**config.mk**
```make
export PLATFORM = sky130hd
export DESIGN_NAME = stack_btn_ctrl
export DESIGN_NICKNAME = d
export VERILOG_FILES = /design/src/rtl/stack_btn_ctrl_pkg.sv /design/src/rtl/stack_btn_ctrl_btn_debounce.sv /design/src/rtl/stack_btn_ctrl.sv
export SDC_FILE = /design/constraint.sdc
export NUM_CORES = 1
export LEC_CHECK = 0
export BUFFER_PORTS_ARGS = -buffer_cell sky130_fd_sc_hd__clkbuf_2
export CORE_ASPECT_RATIO = 1.5
export CORE_MARGIN = 1.5
export CORE_UTILIZATION = 50
export CTS_CLUSTER_SIZE = 40
export DETAILED_ROUTE_END_ITERATION = 8
export PLACE_DENSITY = 0.69
export SETUP_SLACK_MARGIN = 0.2
export SYNTH_ARGS = -nofsm -noshare
export SYNTH_HDL_FRONTEND = slang
export SYNTH_SLANG_ARGS = --single-unit
export TNS_END_PERCENT = 50
```
**constraint.sdc**
```tcl
create_clock -name clk -period 2.98 [get_ports clk]
set_clock_uncertainty 0.15 [all_clocks]
set_input_delay 0.149 -clock clk [delete_from_list [all_inputs] [get_ports clk]]
set_output_delay 0.149 -clock clk [all_outputs]
set_load 0.02 [all_outputs]
```
**src/rtl/stack_btn_ctrl_pkg.sv**
```systemverilog
// Shared definitions for the LED-stack button front end.
//   - db_state_e : debouncer state encoding
//   - DB_LIMIT_SYN / DB_LIMIT_SIM : default stable-cycle counts for hardware / simulation
package stack_btn_ctrl_pkg;

  typedef enum logic [1:0] {
    RELEASED     = 2'd0,
    WAIT_PRESS   = 2'd1,
    PRESSED      = 2'd2,
    WAIT_RELEASE = 2'd3
  } db_state_e;

  localparam int DB_LIMIT_SYN = 1000000;
  localparam int DB_LIMIT_SIM = 4;

endpackage

```
**src/rtl/stack_btn_ctrl_btn_debounce.sv**
```systemverilog
// btn_debounce: two-flop synchroniser followed by a four-state debounce FSM.
// Ports:
//   clk, reset_n : clock, async active-low reset
//   i_btn        : raw asynchronous button level
//   o_level      : debounced level (1 while PRESSED / WAIT_RELEASE)
//   o_rise       : one-cycle pulse on an accepted press
module btn_debounce
  import stack_btn_ctrl_pkg::*;
#(
  parameter int DB_LIMIT = DB_LIMIT_SYN,
  parameter int DB_CNT_W = 20
) (
  input  logic clk,
  input  logic reset_n,
  input  logic i_btn,
  output logic o_level,
  output logic o_rise
);

  localparam logic [DB_CNT_W-1:0] LIM_M1 = DB_CNT_W'(DB_LIMIT - 1);

  logic                r_sync1, r_sync2;
  db_state_e           r_state, w_state_nxt;
  logic [DB_CNT_W-1:0] r_cnt, w_cnt_nxt;
  logic                w_cnt_done;

  // Plain two-flop synchroniser, nothing between the stages.
  always_ff @(posedge clk or negedge reset_n) begin
    if (!reset_n) begin
      r_sync1 <= 1'b0;
      r_sync2 <= 1'b0;
    end else begin
      r_sync1 <= i_btn;
      r_sync2 <= r_sync1;
    end
  end

  always_ff @(posedge clk or negedge reset_n) begin
    if (!reset_n) begin
      r_state <= RELEASED;
      r_cnt   <= '0;
    end else begin
      r_state <= w_state_nxt;
      r_cnt   <= w_cnt_nxt;
    end
  end

  // >= rather than == keeps the counter pinned even if it ever overshot.
  assign w_cnt_done = (r_cnt >= LIM_M1);

  always_comb begin
    w_state_nxt = r_state;
    w_cnt_nxt   = r_cnt;
    o_rise      = 1'b0;
    case (r_state)
      RELEASED: if (r_sync2) begin
        w_state_nxt = WAIT_PRESS;
        w_cnt_nxt   = '0;
      end
      WAIT_PRESS: begin
        if (!r_sync2)        w_state_nxt = RELEASED;
        else if (w_cnt_done) begin
          w_state_nxt = PRESSED;
          o_rise      = 1'b1;
        end
        else                 w_cnt_nxt = r_cnt + 1'b1;
      end
      PRESSED: if (!r_sync2) begin
        w_state_nxt = WAIT_RELEASE;
        w_cnt_nxt   = '0;
      end
      WAIT_RELEASE: begin
        if (r_sync2)         w_state_nxt = PRESSED;
        else if (w_cnt_done) w_state_nxt = RELEASED;
        else                 w_cnt_nxt = r_cnt + 1'b1;
      end
      default: w_state_nxt = RELEASED;
    endcase
  end

  assign o_level = (r_state == PRESSED) || (r_state == WAIT_RELEASE);

endmodule

```
**src/rtl/stack_btn_ctrl.sv**
```systemverilog
// stack_btn_ctrl: debounces push/pop buttons and turns each accepted press
// into a qualified one-cycle stack command; latches popped data for LEDs.
// Ports:
//   clk, reset_n          : clock, async active-low reset
//   btn_push, btn_pop     : raw buttons
//   sw_data               : switch value used as push data
//   full, empty, rd_data  : stack status / top-of-stack word
//   push, pop, w_data     : registered stack commands and write data
//   led_data              : last popped word
//   led_full, led_empty   : registered status copies
//   err                   : one-cycle pulse on a rejected command
module stack_btn_ctrl
  import stack_btn_ctrl_pkg::*;
#(
  parameter int WIDTH    = 8,
  parameter int DB_LIMIT = DB_LIMIT_SYN,
  parameter int DB_CNT_W = 20
) (
  input  logic             clk,
  input  logic             reset_n,
  input  logic             btn_push,
  input  logic             btn_pop,
  input  logic [WIDTH-1:0] sw_data,
  input  logic             full,
  input  logic             empty,
  input  logic [WIDTH-1:0] rd_data,
  output logic             push,
  output logic             pop,
  output logic [WIDTH-1:0] w_data,
  output logic [WIDTH-1:0] led_data,
  output logic             led_full,
  output logic             led_empty,
  output logic             err
);

  localparam int NUM_BTN = 2;  // [0] = push, [1] = pop

  logic [NUM_BTN-1:0] w_raw, w_rise;
  logic               w_push_ok, w_pop_ok, w_reject;

  assign w_raw = {btn_pop, btn_push};

  for (genvar g = 0; g < NUM_BTN; g++) begin : g_db
    btn_debounce #(
      .DB_LIMIT (DB_LIMIT),
      .DB_CNT_W (DB_CNT_W)
    ) u_db (
      .clk     (clk),
      .reset_n (reset_n),
      .i_btn   (w_raw[g]),
      .o_level (),
      .o_rise  (w_rise[g])
    );
  end

  // Simultaneous presses are ambiguous, so both are rejected.
  assign w_push_ok = w_rise[0] & ~w_rise[1] & ~full;
  assign w_pop_ok  = w_rise[1] & ~w_rise[0] & ~empty;
  assign w_reject  = (w_rise[0] & w_rise[1])
                   | (w_rise[0] & ~w_rise[1] & full)
                   | (w_rise[1] & ~w_rise[0] & empty);

  always_ff @(posedge clk or negedge reset_n) begin
    if (!reset_n) begin
      push      <= 1'b0;
      pop       <= 1'b0;
      err       <= 1'b0;
      w_data    <= '0;
      led_data  <= '0;
      led_full  <= 1'b0;
      led_empty <= 1'b1;
    end else begin
      push      <= w_push_ok;
      pop       <= w_pop_ok;
      err       <= w_reject;
      led_full  <= full;
      led_empty <= empty;
      if (w_push_ok) w_data <= sw_data;
      // rd_data is still the pre-pop top while pop is high.
      if (pop)       led_data <= rd_data;
    end
  end

endmodule
```
==> summary.md <==
| Metric | Value |
|---|---|
| Min-delay worst type | `input pin to async pin` |
| Setup violations, final | `0` |
| TritonCTS buffer count | `9` |
| Worst setup endpoint | `g_db[1].u_db.r_cnt[13]$_DFFE_PN0P_` |
| Final worst slack | `309 ps` |
| Register area share after synthesis | `52.4%` |
| Slew HR | `54.4%` |
| I/O pins | `43` |
| Die Span Y | `102 um` |
| CP max FO | `8` |
| CTS max path bufs | `2` |
| Crit. End Element | `flop` |
| Reg-to-reg slack, setup | `310 ps` |
| Final TNS setup | `0 ps` |
| First-pass GRT wire length | `12700 um` |
| RSZ-0062 raised after global routing | `true` |
| Total grt overflow | `0` |
| Placed cell area | `3650 um^2` |
| Clock Pin Slew Worst Setup and Hold Paths | `90 ps` |
| First-pass iteration count of the detailed router | `5` |
| Cells after Synth | `318` |
| I/O Buffers | `42` |
| Fraction of registers with async set/reset | `100%` |
| Yosys top cell area share | `51.7%` |
| WS Path Type | `flop to flop` |
| Crit. Startpoint | `g_db[1].u_db.r_cnt[0]$_DFFE_PN0P_` |
| Peak Freq | `374 MHz` |
| Gpl congestion | `0.768` |
| Top post-synthesis cells by count | `dfrtp_1, nand2_1, nand3_1` |
| Clk Tree Root Cell | `clkbuf_8` |
| Dpl hpwl | `5010 um` |
| Max_cap viols | `0` |
| Share of layout cells above drive strength 1 | `25.1%` |
| Routed WL | `7500 um` |
| Pwr dens | `450 nW/um^2` |
| CP Launch Type | `flop` |
| Via count | `2768` |
| Initial Util | `51.1%` |
| R2r endpoint | `g_db[1].u_db.r_cnt[13]$_DFFE_PN0P_` |
| Ant. Diodes | `0` |
| Number of enable flip-flop cells after synthesis | `0` |
| Horiz. Die Dim | `69.3 um` |
| Count of cell types in the netlist | `44` |
| Cell leakage power | `1.90 nW` |
| Yosys Warn Count | `0` |
| CTS tree | `yes` |
| Worst endpoint required time | `3100 ps` |
| Clk sinks | `69` |
| Total GRT Usage | `22.5%` |
| Core area | `6440 um^2` |
| Dpl ws | `196 ps` |
| Register bit count reported by yosys | `69` |
| Hold violation total from the final report | `0` |
| Avg WL per Cell | `15.7 um` |
| Rows | `36` |
| Largest cells by area after synthesis | `dfrtp_1, mux2_2, nand2_1, nand3_1, xor2_1` |
| Initial antenna violation count | `0` |
| Clk Latency, worst-skew pair | `350 ps` |
| Final Max Slew Viols | `0` |
| Number of global-route vias before repair | `2825` |
| Status | `completed` |
| Fin cells | `478` |
| Post-DR vias/cell | `5.79` |
| FF-to-FF Start | `g_db[1].u_db.r_cnt[0]$_DFFE_PN0P_` |
| Syn_nets | `342` |
| Most common cell in the synthesized netlist | `dfrtp_1` |
| Top_reg_cell synth | `dfrtp_1` |
| Fin nets | `421` |
| Worst slew pin tran | `674 ps` |
| Maximum VDD drop | `0.314 mV` |
| H-tree levels | `3` |
| Area leader, netlist | `dfrtp_1` |
| Full die area | `7090 um^2` |
| Crit path DAT | `2790 ps` |
| DR DRC count | `0` |
| Syn Area/Cell | `10.4 um^2` |
| Minimum clock period | `2670 ps` |
| Syn-to-layout area delta | `24.0%` |
| Placed insts | `437` |
| Post-route cell area | `4090 um^2` |
| Largest net degree at the start of global routing | `29` |
| Initial drt markers | `185` |
| Antenna-violating nets left | `0` |
| Mapped Area | `3290 um^2` |
| Reg2reg path depth | `8` |
| Fin crit share | `89.6%` |
==> cell usage in the layout, fill, tap and decap left out, types with 3 or more instances in the layout <==
cell	Yosys	layout
or3_1	9	9
inv_1	8	8
dfrtp_1	68	67
and4_1	6	6
clkbuf_8	0	10
buf_4	0	15
or4_1	9	9
xor2_1	11	11
nor2_1	21	21
a21oi_1	10	10
and3_1	7	7
mux2_2	17	17
nand3_1	23	23
xnor2_1	3	3
nand4_1	5	5
nor4_1	4	4
clkbuf_2	0	41
o21a_1	6	5
nand2_1	36	36
o211ai_1	12	12
nand2b_1	3	3
o21ai_0	18	18
dlygate4sd3_1	0	21
o31ai_1	3	3
==> worst min path at each step <==
stage | to | cells past startpoint
after detailed placement | g_db[1].u_db.r_cnt[12]$_DFFE_PN0P_ | 1
after global placement | led_data[3]$_DFFE_PN0P_ | 1
after global routing | led_data[3]$_DFFE_PN0P_ | 2
final | led_data[3]$_DFFE_PN0P_ | 2
after floorplan | async pin | 0
after CTS | g_db[1].u_db.r_cnt[12]$_DFFE_PN0P_ | 2
==> kinds of logic (layout without fill, tap and decap cells) <==
kind of cell,after synthesis,count (layout),synth area share (%)
multiplexers,17,17,5.81
XOR/XNOR,14,14,3.72
flip-flops,69,69,52.4
adder cells (fa/ha/maj),2,2,0.759
AO/OA/AOI/OAI,63,63,13.1
buffers and inverters,19,103,2.20
AND/OR/NAND/NOR,134,134,21.9
==> flip-flops by register name, summed over array words and instances, names as in the netlist, named ones only <==
register and count:
g_db.u_db.r_cnt 40, w_data 8, led_empty 1, err 1
g_db.u_db.r_sync1 2, pop 1, push 1, g_db.u_db.r_sync2 2
g_db.u_db.r_state 2, led_data 8, led_full 1
==> power by group <==
group / internal, mW / total (mW) / switching [mW]
clock: 0.329 / 0.709 / 0.381
sequential: 0.964 / 0.992 / 0.0284
combinational: 0.0614 / 0.137 / 0.0760
total: 1.35 / 1.84 / 0.485
==> per-stage QoR <==
| step | utilization, % | total power, mW | hold slack [ps] |
|---|---|---|---|
| 3_3_place_gp | 56.6 | 1.12 | 1.26 |
| 6_report | 63.4 | 1.84 | 151 |
| 5_1_grt | 63.4 | 1.91 | 179 |
| 3_5_place_dp | 56.6 | 1.13 | 11.5 |
| 4_1_cts | 63.3 | 1.86 | 156 |
| 2_1_floorplan | - | 1.06 | -297 |
==> timing repair <==
| item | 4_1_cts | 5_1_grt |
|---|---|---|
| endpoints found under the hold margin | 44 | 0 |
| hold buffers | 21 | 0 |
| buffers inserted | 3 | 1 |
| pin swaps | 2 | 2 |
| endpoints found under the setup margin | 8 | 16 |
| cloned | 0 | 0 |
| resized for setup | 3 | 1 |
==> layer usage <==
| layer | vias up | GRT usage, % | wire length (um) | part of all wire (%) |
|---|---|---|---|---|
| li1 | 1328 | - | - | - |
| met1 | 1380 | 25.4 | 3010 | 40 |
| met2 | 47 | 42.3 | 4180 | 56 |
| met3 | 13 | 4.34 | 182 | 2.4 |
| met4 | 0 | 7.99 | 128 | 1.7 |
| met5 | - | 0 | 0 | 0 |
==> critical path, cell delays in order (launching register included) <==
cell and delay, ps:
dfrtp_1 410, ha_1 220, and3_1 220, a311o_1 390, a311oi_4 320, o2111ai_1 200
buf_4 210, or3_1 340, a21oi_1 140
==> layout make-up <==
cell class,instances,area [um^2]
flip-flops and latches,69,1730
multi-input cells,230,1500
repair buffers,79,544
fillers,536,2350
clock buffers,10,138
well taps,76,95.1
inverters,8,30.0
clock inverters,6,46.3
No activity file was read; power rests on OpenSTA's default activity.
